$ cat src/rtl/ctrl_decode_pipe.sv
// ctrl_decode_pipe: ID-stage main decoder feeding the ID/EX control register, with IRQ arbiter.
// Optional syscall decode (opcode 00 / funct 0c) is enabled by defining CTRL_SYSCALL_EN.
module ctrl_decode_pipe #(
   parameter int NUM_IRQ  = 4,
   parameter int IRQ_ID_W = 2
) (
   input  logic                clk,
   input  logic                reset,
   input  logic                id_valid,
   input  logic [5:0]          opcode,
   input  logic [5:0]          funct,
   input  logic                kernel,
   input  logic                stall,
   input  logic                flush,
   input  logic [NUM_IRQ-1:0]  irq_req,
   input  logic [NUM_IRQ-1:0]  irq_mask,
   output logic [2:0]          pcsrc,
   output logic                sign,
   output logic                regwrite,
   output logic                memread,
   output logic                memwrite,
   output logic                alusrc1,
   output logic                alusrc2,
   output logic                extop,
   output logic                luop,
   output logic [1:0]          regdst,
   output logic [1:0]          memtoreg,
   output logic [5:0]          alufun,
   output logic [1:0]          exc_cause,
   output logic [IRQ_ID_W-1:0] irq_id,
   output logic [NUM_IRQ-1:0]  irq_pending
);

   typedef struct packed {
      logic [2:0]          pcsrc;
      logic                sign;
      logic                regwrite;
      logic                memread;
      logic                memwrite;
      logic                alusrc1;
      logic                alusrc2;
      logic                extop;
      logic                luop;
      logic [1:0]          regdst;
      logic [1:0]          memtoreg;
      logic [5:0]          alufun;
      logic [1:0]          excCause;
      logic [IRQ_ID_W-1:0] irqId;
   } CtrlBundle;

   localparam CtrlBundle Bubble = '0;

   CtrlBundle           idexReg;
   CtrlBundle           decoded;
   CtrlBundle           nextCtrl;
   logic [NUM_IRQ-1:0]  irqPrev;
   logic [NUM_IRQ-1:0]  irqPendingReg;
   logic [NUM_IRQ-1:0]  irqEligible;
   logic [NUM_IRQ-1:0]  irqOneHot;
   logic [NUM_IRQ-1:0]  irqClear;
   logic [NUM_IRQ-1:0]  irqEdge;
   logic                irqAccept;
   logic [IRQ_ID_W-1:0] irqWinner;
   logic                undefinedOp;
   logic                isSyscall;

   always_comb begin
      decoded         = Bubble;
      decoded.sign    = 1'b1;
      decoded.extop   = 1'b1;
      decoded.alusrc2 = 1'b1;
      undefinedOp     = 1'b0;
      isSyscall       = 1'b0;
      case (opcode)
         6'h00: begin
            decoded.alusrc2  = 1'b0;
            decoded.regdst   = 2'b01;
            decoded.regwrite = 1'b1;
            case (funct)
               6'h00: begin decoded.alusrc1 = 1'b1; decoded.alufun = 6'b100000; end
               6'h02: begin decoded.alusrc1 = 1'b1; decoded.alufun = 6'b100001; end
               6'h03: begin decoded.alusrc1 = 1'b1; decoded.alufun = 6'b100011; end
               6'h08: begin decoded.regwrite = 1'b0; decoded.pcsrc = 3'b011; end
               6'h09: begin decoded.pcsrc = 3'b011; decoded.memtoreg = 2'b10; end
`ifdef CTRL_SYSCALL_EN
               6'h0c: isSyscall = 1'b1;
`endif
               6'h20, 6'h21: decoded.alufun = 6'b000000;
               6'h22, 6'h23: decoded.alufun = 6'b000001;
               6'h24: decoded.alufun = 6'b011000;
               6'h25: decoded.alufun = 6'b011110;
               6'h26: decoded.alufun = 6'b010110;
               6'h27: decoded.alufun = 6'b010001;
               6'h2a: decoded.alufun = 6'b110101;
               6'h2b: begin decoded.alufun = 6'b110101; decoded.sign = 1'b0; end
               default: ;
            endcase
         end
         6'h01: begin decoded.pcsrc = 3'b001; decoded.alufun = 6'b111011; end
         6'h02: decoded.pcsrc = 3'b010;
         6'h03: begin
            decoded.pcsrc    = 3'b010;
            decoded.regwrite = 1'b1;
            decoded.regdst   = 2'b10;
            decoded.memtoreg = 2'b10;
         end
         6'h04: begin decoded.pcsrc = 3'b001; decoded.alusrc2 = 1'b0; decoded.alufun = 6'b110011; end
         6'h05: begin decoded.pcsrc = 3'b001; decoded.alufun = 6'b110001; end
         6'h06: begin decoded.pcsrc = 3'b001; decoded.alufun = 6'b111101; end
         6'h07: begin decoded.pcsrc = 3'b001; decoded.alufun = 6'b111111; end
         6'h08, 6'h09: decoded.regwrite = 1'b1;
         6'h0a: begin decoded.regwrite = 1'b1; decoded.alufun = 6'b110101; end
         6'h0b: begin decoded.regwrite = 1'b1; decoded.alufun = 6'b110101; decoded.sign = 1'b0; end
         6'h0c: begin decoded.regwrite = 1'b1; decoded.alufun = 6'b011000; decoded.extop = 1'b0; end
         6'h0f: begin decoded.regwrite = 1'b1; decoded.luop = 1'b1; end
         6'h23: begin decoded.regwrite = 1'b1; decoded.memread = 1'b1; decoded.memtoreg = 2'b01; end
         6'h2b: decoded.memwrite = 1'b1;
         default: undefinedOp = 1'b1;
      endcase
   end

   // Lowest-index eligible line wins; isolating the lowest set bit gives the clear mask directly.
   always_comb begin
      irqEligible = irqPendingReg & irq_mask;
      irqOneHot   = irqEligible & (~irqEligible + NUM_IRQ'(1));
      irqAccept   = id_valid & ~stall & ~flush & ~kernel & (|irqEligible);
      irqClear    = irqAccept ? irqOneHot : '0;
      irqEdge     = irq_req & ~irqPrev;
      irqWinner   = '0;
      for (int i = NUM_IRQ - 1; i >= 0; i--) begin
         if (irqEligible[i]) irqWinner = IRQ_ID_W'(i);
      end
   end

   always_comb begin
      nextCtrl = Bubble;
      if (!id_valid) begin
         nextCtrl = Bubble;
      end else if (irqAccept) begin
         nextCtrl.pcsrc    = 3'b100;
         nextCtrl.regwrite = 1'b1;
         nextCtrl.regdst   = 2'b11;
         nextCtrl.memtoreg = 2'b11;
         nextCtrl.excCause = 2'b01;
         nextCtrl.irqId    = irqWinner;
      end else if (undefinedOp || isSyscall) begin
         nextCtrl.pcsrc    = 3'b101;
         nextCtrl.regwrite = 1'b1;
         nextCtrl.regdst   = 2'b11;
         nextCtrl.memtoreg = 2'b10;
         nextCtrl.excCause = undefinedOp ? 2'b10 : 2'b11;
      end else begin
         nextCtrl = decoded;
      end
   end

   // Pending bits keep latching edges while stalled; set is applied after clear so it wins.
   always_ff @(posedge clk or negedge reset) begin
      if (!reset) begin
         idexReg       <= Bubble;
         irqPendingReg <= '0;
         irqPrev       <= '0;
      end else begin
         irqPrev       <= irq_req;
         irqPendingReg <= (irqPendingReg & ~irqClear) | irqEdge;
         if (flush) begin
            idexReg <= Bubble;
         end else if (!stall) begin
            idexReg <= nextCtrl;
         end
      end
   end

   assign pcsrc       = idexReg.pcsrc;
   assign sign        = idexReg.sign;
   assign regwrite    = idexReg.regwrite;
   assign memread     = idexReg.memread;
   assign memwrite    = idexReg.memwrite;
   assign alusrc1     = idexReg.alusrc1;
   assign alusrc2     = idexReg.alusrc2;
   assign extop       = idexReg.extop;
   assign luop        = idexReg.luop;
   assign regdst      = idexReg.regdst;
   assign memtoreg    = idexReg.memtoreg;
   assign alufun      = idexReg.alufun;
   assign exc_cause   = idexReg.excCause;
   assign irq_id      = idexReg.irqId;
   assign irq_pending = irqPendingReg;

endmodule

$ cat config.mk
export PLATFORM = sky130hd
export DESIGN_NAME = ctrl_decode_pipe
export DESIGN_NICKNAME = d
export VERILOG_FILES = /design/src/rtl/ctrl_decode_pipe.sv
export SDC_FILE = /design/constraint.sdc
export NUM_CORES = 1
export LEC_CHECK = 0
export BUFFER_PORTS_ARGS = -buffer_cell sky130_fd_sc_hd__buf_2
export CAP_MARGIN = 30
export CORE_AREA = 2 2 71 73
export DETAILED_ROUTE_END_ITERATION = 10
export DIE_AREA = 0 0 73 75
export PLACE_DENSITY = 0.7
export SYNTH_ARGS = -nofsm -noshare
export SYNTH_HDL_FRONTEND = slang
export SYNTH_SLANG_ARGS = --single-unit
$ cat constraint.sdc
create_clock -name clk -period 3.83 [get_ports clk]
set_input_delay 0.766 -clock clk [delete_from_list [all_inputs] [get_ports clk]]
set_output_delay 0.766 -clock clk [all_outputs]
set_load 0.02 [all_outputs]
==> impl_results.md, run 1 <==
* Post-Syn Area at roughly 1800 um^2
* Post-Route WL at approximately 4700 um
* YS warnings at 0
* # IOs at 55
* CP max FO at 6
* Post-CTS sizing at 0
* Power share of the sequential group at about half
* Slew @ Worst Pin at ~0.74 ns
* Num rows at 25
* Mapped Cells at around 200
* Area after DPL at 2130 um^2
* Syn nets at around 230
* Port Buf Inserts at 54
* Worst flop-to-flop path startpoint: irq_pending[2]
* EDFF count, synth at 0
* Synth unique cells at 41
* CTS max path bufs at 2
* Pins Over Slew Limit at 0
* Remaining Overflow, GRT at 0
* Setup Buffers After CTS at 0
* Worst r2r dst: luop
* Max-cap violations at 0
* Fin util at a little under half
* Final Skew at ~0.0032 ns
* DR pass1 iterations at 5
* Startpoint Class: input port
* Synth Register Bits at 33
* Crit-path cells: buf_2 -> nor3b_1 -> nand2b_1 -> nor2_2 -> a32o_1
* Commonest non-fill, non-tap cells in the layout: 54 x buf_2, 33 x dfrtp_1, 29 x nand2_1
* R2R cell count at 5
* Clk slew on worst S/H paths at around 0.070 ns
* Hold Crit Depth at 2
* Die Y-Extent at ~75 um
* Hold Crit Class: reg -> reg
* Crit-path max cell delay at 0.62 ns
* # setup viols final at 0
* Min cycle time layout at ~2.0 ns
* Status: finished, final reports clean
* P per Cell Area at about 330 nW/um^2
* Full die area at 5480 um^2
* Hold buffer count at CTS at 0
* CTS buffer count at 5
* Ant. Diodes at 0
* Sw Ratio at a little under 30%
* Final instance area at roughly 2200 um^2
* Critical path required time at roughly 4 ns
* CP endpoint kind: flip-flop
* RSZ-0062 raised after global routing: no
* DRC at 0
* Period utilization at roughly 53%
* Global-route wire length before repair at between 7000 and 8000 um
* Hold Path End: memtoreg[0]
* Skew-Pair Late Insertion Delay at between 0.2 and 0.3 ns
* Antenna violations before repair at 0
* Via Count at between 1500 and 2000
* CTS tree: done
* Pleak at approximately 1.1 nW
* Synth Flop Type: dfrtp_1
* Layout cells sized above 1 at between 20% and 30%
* Fmax at 490 MHz
* Largest net degree at the start of global routing at 34
* Post-layout nets at ~280
* Syn Area/Cell at just over 9 um^2
* Endpoints failing hold at 0
* Clk sinks at 33
* Clock share of power at between 30% and 40%
* Setup tns final at 0 ns
* Crit Path Category: in -> reg
* Post-DP HPWL at roughly 3600 um
* Area Overhead vs Synth at 21.7%
* Routed WL per cell at roughly 15 um
* Fillers at approximately 450
* Most common cell after layout, fill and taps aside: buf_2
* Iter 0 DRT Violations at 97
* Total GRT Usage at between 10% and 20%
* Vias per cell at about 5.5
* Switching pwr at about 0.21 mW
* Peak supply drop at approximately 210 uV
* Combinational share of power at 16.2%
* Root Buffer: clkbuf_8
* Internal power at around 0.52 mW
* Worst slew margin at roughly 51%
* CTS H-tree lvls at 2
* Routability congestion estimate at between 0.8 and 0.9
* Antenna Nets Post-Route at 0
* Post-synth ARST share at between 90% and 100%
* Register area share after synthesis at approximately 45%
* Initial Util at 39.0%
* Vias in the first global route at roughly 1500
* Hold Crit Start: memtoreg[0]
* Chip Width at 73 um
* Crit path arrival time at 2.26 ns
* R2r setup slk at about 2 ns
* CORE AREA at between 4000 and 5000 um^2
* Slowest-stage cell, CP: nor3b_1
-- Yosys cell counts (all sizes together), types with 2 or more instances --
cell    count  area share, %
nor2b       6            2.1
clkbuf      6            1.2
nand4       2           0.69
o21bai      4            1.7
a22oi       4            1.7
nand3       8            2.2
a22o       10            4.8
dfrtp      33             45
o21ai      13            3.6
nand2      29            6.0
a31oi       8            2.8
and2        2           0.69
nor3        5            1.4
inv         8            1.7
nand2b      8            2.8
a32o        6            3.3
a21oi       7            2.1
a21o        2           0.83
nand4b      2           0.96
buf         3           0.83
xnor2       2           0.96
nor2       14            3.4
-- critical path: cells and delay by family --
| family | cells | cell delay [ns] |
|---|---|---|
| simple gates | 3 | 1.16 |
| compound gates | 1 | 0.22 |
| buf+inv | 1 | 0.11 |
-- cells by family after synthesis --
kind of cell,synth area share [%]
compound gates,26.8
xor+xnor,1.45
buf+inv,3.72
flops,45.4
simple gates,22.6
-- worst max path at each step --
stage,startpoint,to,slack (ns),cells past startpoint
after floorplan,opcode[3],sign,1.88,6
after global placement,stall,memwrite,1.57,5
after detailed placement,stall,sign,1.53,5
after CTS,stall,sign,1.83,5
after global routing,irq_mask[2],alufun[1],1.69,6
final,stall,luop,1.79,5
-- registers in the layout, indices dropped and copies added, names as in the netlist, 2 cells and up --
name and cells:
memtoreg 2, irq_id 2, irqPrev 4, exc_cause 2, pcsrc 3, irq_pending 4, regdst 2, alufun 6
-- power groups by stage --
stage | Clock (mW) | Sequential (mW) | Combinational, mW
6_report | 0.255 | 0.363 | 0.119
5_1_grt | 0.278 | 0.364 | 0.133
4_1_cts | 0.259 | 0.363 | 0.120
3_5_place_dp | 0 | 0.370 | 0.119
3_3_place_gp | 0 | 0.369 | 0.118
2_1_floorplan | 0 | 0.378 | 0.0621
-- area by class of cell --
type / instances / area (um^2) / area share (%)
Clock buffer: 5 / 68.8 / 3.11
Clock inverter: 3 / 17.5 / 0.792
Inverter: 8 / 30.0 / 1.36
Multi-Input combinational cell: 149 / 925 / 41.8
Sequential cell: 33 / 826 / 37.3
Tap cell: 54 / 67.6 / 3.05
Timing Repair Buffer: 55 / 278 / 12.6
-- metal layers --
layer	vias to the layer above	track usage (%)	routed length, um
li1	834	-	-
met1	766	27.2	2280
met2	75	26.1	2090
met3	5	3.08	330
met4	0	4.32	33
met5	-	0	0
-- per-stage QoR --
stage / setup WS, ns / hold slack (ns) / std cells / total power, mW
2_1_floorplan: 1.88 / 0.470 / 199 / 0.441
3_3_place_gp: 1.57 / 0.456 / 299 / 0.487
3_5_place_dp: 1.53 / 0.452 / 299 / 0.489
4_1_cts: 1.83 / 0.467 / 307 / 0.742
5_1_grt: 1.69 / 0.486 / 307 / 0.774
6_report: 1.79 / 0.462 / 307 / 0.737
No activity file was read; power rests on OpenSTA's default activity.
==> run 2: changes to the inputs <==
--- a/config.mk
+++ b/config.mk
@@ -10,7 +10,7 @@
 export CORE_AREA = 2 2 71 73
 export DETAILED_ROUTE_END_ITERATION = 10
 export DIE_AREA = 0 0 73 75
-export PLACE_DENSITY = 0.7
+export PLACE_DENSITY = 0.72
 export SYNTH_ARGS = -nofsm -noshare
 export SYNTH_HDL_FRONTEND = slang
 export SYNTH_SLANG_ARGS = --single-unit
==> constraint.sdc (replaced) <==
create_clock -name clk -period 1.7 [get_ports clk]
set_input_delay 0.34 -clock clk [delete_from_list [all_inputs] [get_ports clk]]
set_output_delay 0.34 -clock clk [all_outputs]
set_load 0.02 [all_outputs]
==> run 2 against run 1 <==
Utilization up 5.0 points. Non-clock buffer count is 26 higher. Cell count increased by 8.5%. Clock skew grew 0.0039 ns. Via count rose by 7.6%. Highest routed layer unchanged. Largest cell class unchanged. First-iteration DRC count up 38%. Critical path depth is 1 higher. Die area unchanged. Design area increased by 11%.
==> impl_results.md, run 2 (same netlist as run 1, synthesis figures left out) <==
* Vias in the first global route at approximately 1700
* Setup Buffers After CTS at 0
* Placed Cells at between 300 and 400
* Clk sinks at 33
* Num rows at 25
* Routed WL per cell at 14.7 um
* Antenna Nets Post-Route at 0
* Max FFs per register at 6
* RSZ-0062 raised after global routing: no
* Via Count at 1808
* Crit Path Category: reg -> reg
* Hold buffer count at CTS at 0
* Crit path arrival time at 1.72 ns
* Total GRT Usage at between 10% and 20%
* Max-cap violations at 0
* CP max FO at 4
* Endpoints failing hold at 0
* Peak supply drop at ~480 uV
* Antenna violations before repair at 0
* Die Y-Extent at around 75 um
* Slew @ Worst Pin at 0.710 ns
* R2r setup slk at 0.14 ns
* Initial Util at around 39%
* Root Buffer: clkbuf_8
* Startpoint Class: flip-flop
* CTS buffer count at 5
* # IOs at between 50 and 60
* Global-route wire length before repair at between 7000 and 8000 um
* Post-layout nets at ~300
* CP endpoint kind: flip-flop
* Chip Width at approximately 73 um
* Iter 0 DRT Violations at 134
* CTS H-tree lvls at 2
* Routability congestion estimate at between 0.8 and 0.9
* Fmax at 641 MHz
* Pins Over Slew Limit at 0
* Status: finished, final reports clean
* CTS tree: done
* CORE AREA at around 4700 um^2
* Remaining Overflow, GRT at 0
* Worst slew margin at between 50% and 60%
* # setup viols final at 0
* Critical path required time at around 1.9 ns
* Area Overhead vs Synth at 34.5%
* Final Skew at 0.00708 ns
* Skew-Pair Late Insertion Delay at roughly 0.28 ns
* Tot Pwr at 1.87 mW
* Hold Crit Class: in -> async
* P per Cell Area at 762 nW/um^2
* Final Non-Filler Cells at ~330
* Fin util at 52.5%
* Commonest non-fill, non-tap cells in the layout: 54 x buf_2, 33 x dfrtp_1, 29 x nand2_1
* Pleak at roughly 1.2 nW
* DRC at 0
* Layout cells sized above 1 at 35.8%
* Post-Route WL at slightly below 5000 um
* Largest net degree at the start of global routing at 34
* CTS max path bufs at 2
* Post-DP HPWL at 3820 um
* Vias per cell at 5.43
* Setup tns final at 0 ns
* Ant. Diodes at 0
* Period utilization at 91.8%
* R2R cell count at 6
* Full die area at about 5500 um^2
* Clk slew on worst S/H paths at around 0.070 ns
* Min cycle time layout at about 1.6 ns
* DR pass1 iterations at 4
* Most common cell after layout, fill and taps aside: buf_2
* Port Buf Inserts at 54
[run 2: layer usage]
metal | vias to the layer above | global-route usage [%] | share of wire, %
li1 | 887 | - | -
met1 | 851 | 27.6 | 48
met2 | 62 | 27.5 | 46
met3 | 8 | 3.48 | 4.6
met4 | 0 | 5.35 | 1.3
met5 | - | 0 | 0
[run 2: final cells by class]
type	instances	area, um^2
fillers	442	2210
multi-input cells	149	935
flip-flops and latches	33	826
repair buffers	81	473
clock buffers	5	68.8
well taps	54	67.6
clock inverters	3	46.3
inverters	8	30.0
[run 2: final timing paths]
check | from | to
max | irq_pending[2] | memtoreg[1]
max in group asynchronous | reset | regdst[1]
min | reset | irqPrev[0]
min in group clk | irq_req[2] | irqPrev[2]
min reg2reg | exc_cause[0] | exc_cause[0]
max reg2reg | irq_pending[2] | memtoreg[1]
[run 2: what timing repair did]
action | in CTS | in global routing
endpoints found under the hold margin | 0 | 0
endpoints found under the setup margin | 0 | 15
gates resized for setup | 0 | 2
[run 2: critical path, cell delays in order, from the launching register on]
cell      delay (ns)
dfrtp_1         0.43
a22oi_2         0.23
buf_4           0.16
a311oi_4        0.12
nor2_4          0.17
a21oi_2         0.08
a221o_1         0.26
[run 2: metrics by stage]
| stage | setup slack (ns) | hold WS [ns] | area, um^2 |
|---|---|---|---|
| after detailed placement | -0.0281 | 0.438 | 2320 |
| after global placement | -0.0588 | 0.428 | 2320 |
| after global routing | 0.00681 | 0.158 | 2450 |
| final | 0.140 | 0.106 | 2450 |
| after floorplan | 0.111 | 0.0444 | 1820 |
| after CTS | 0.0239 | 0.132 | 2440 |
[run 2: report_power, final]
part	internal (mW)	switching (mW)
combinational	0.126	0.185
sequential	0.806	0.0111
clock	0.438	0.299
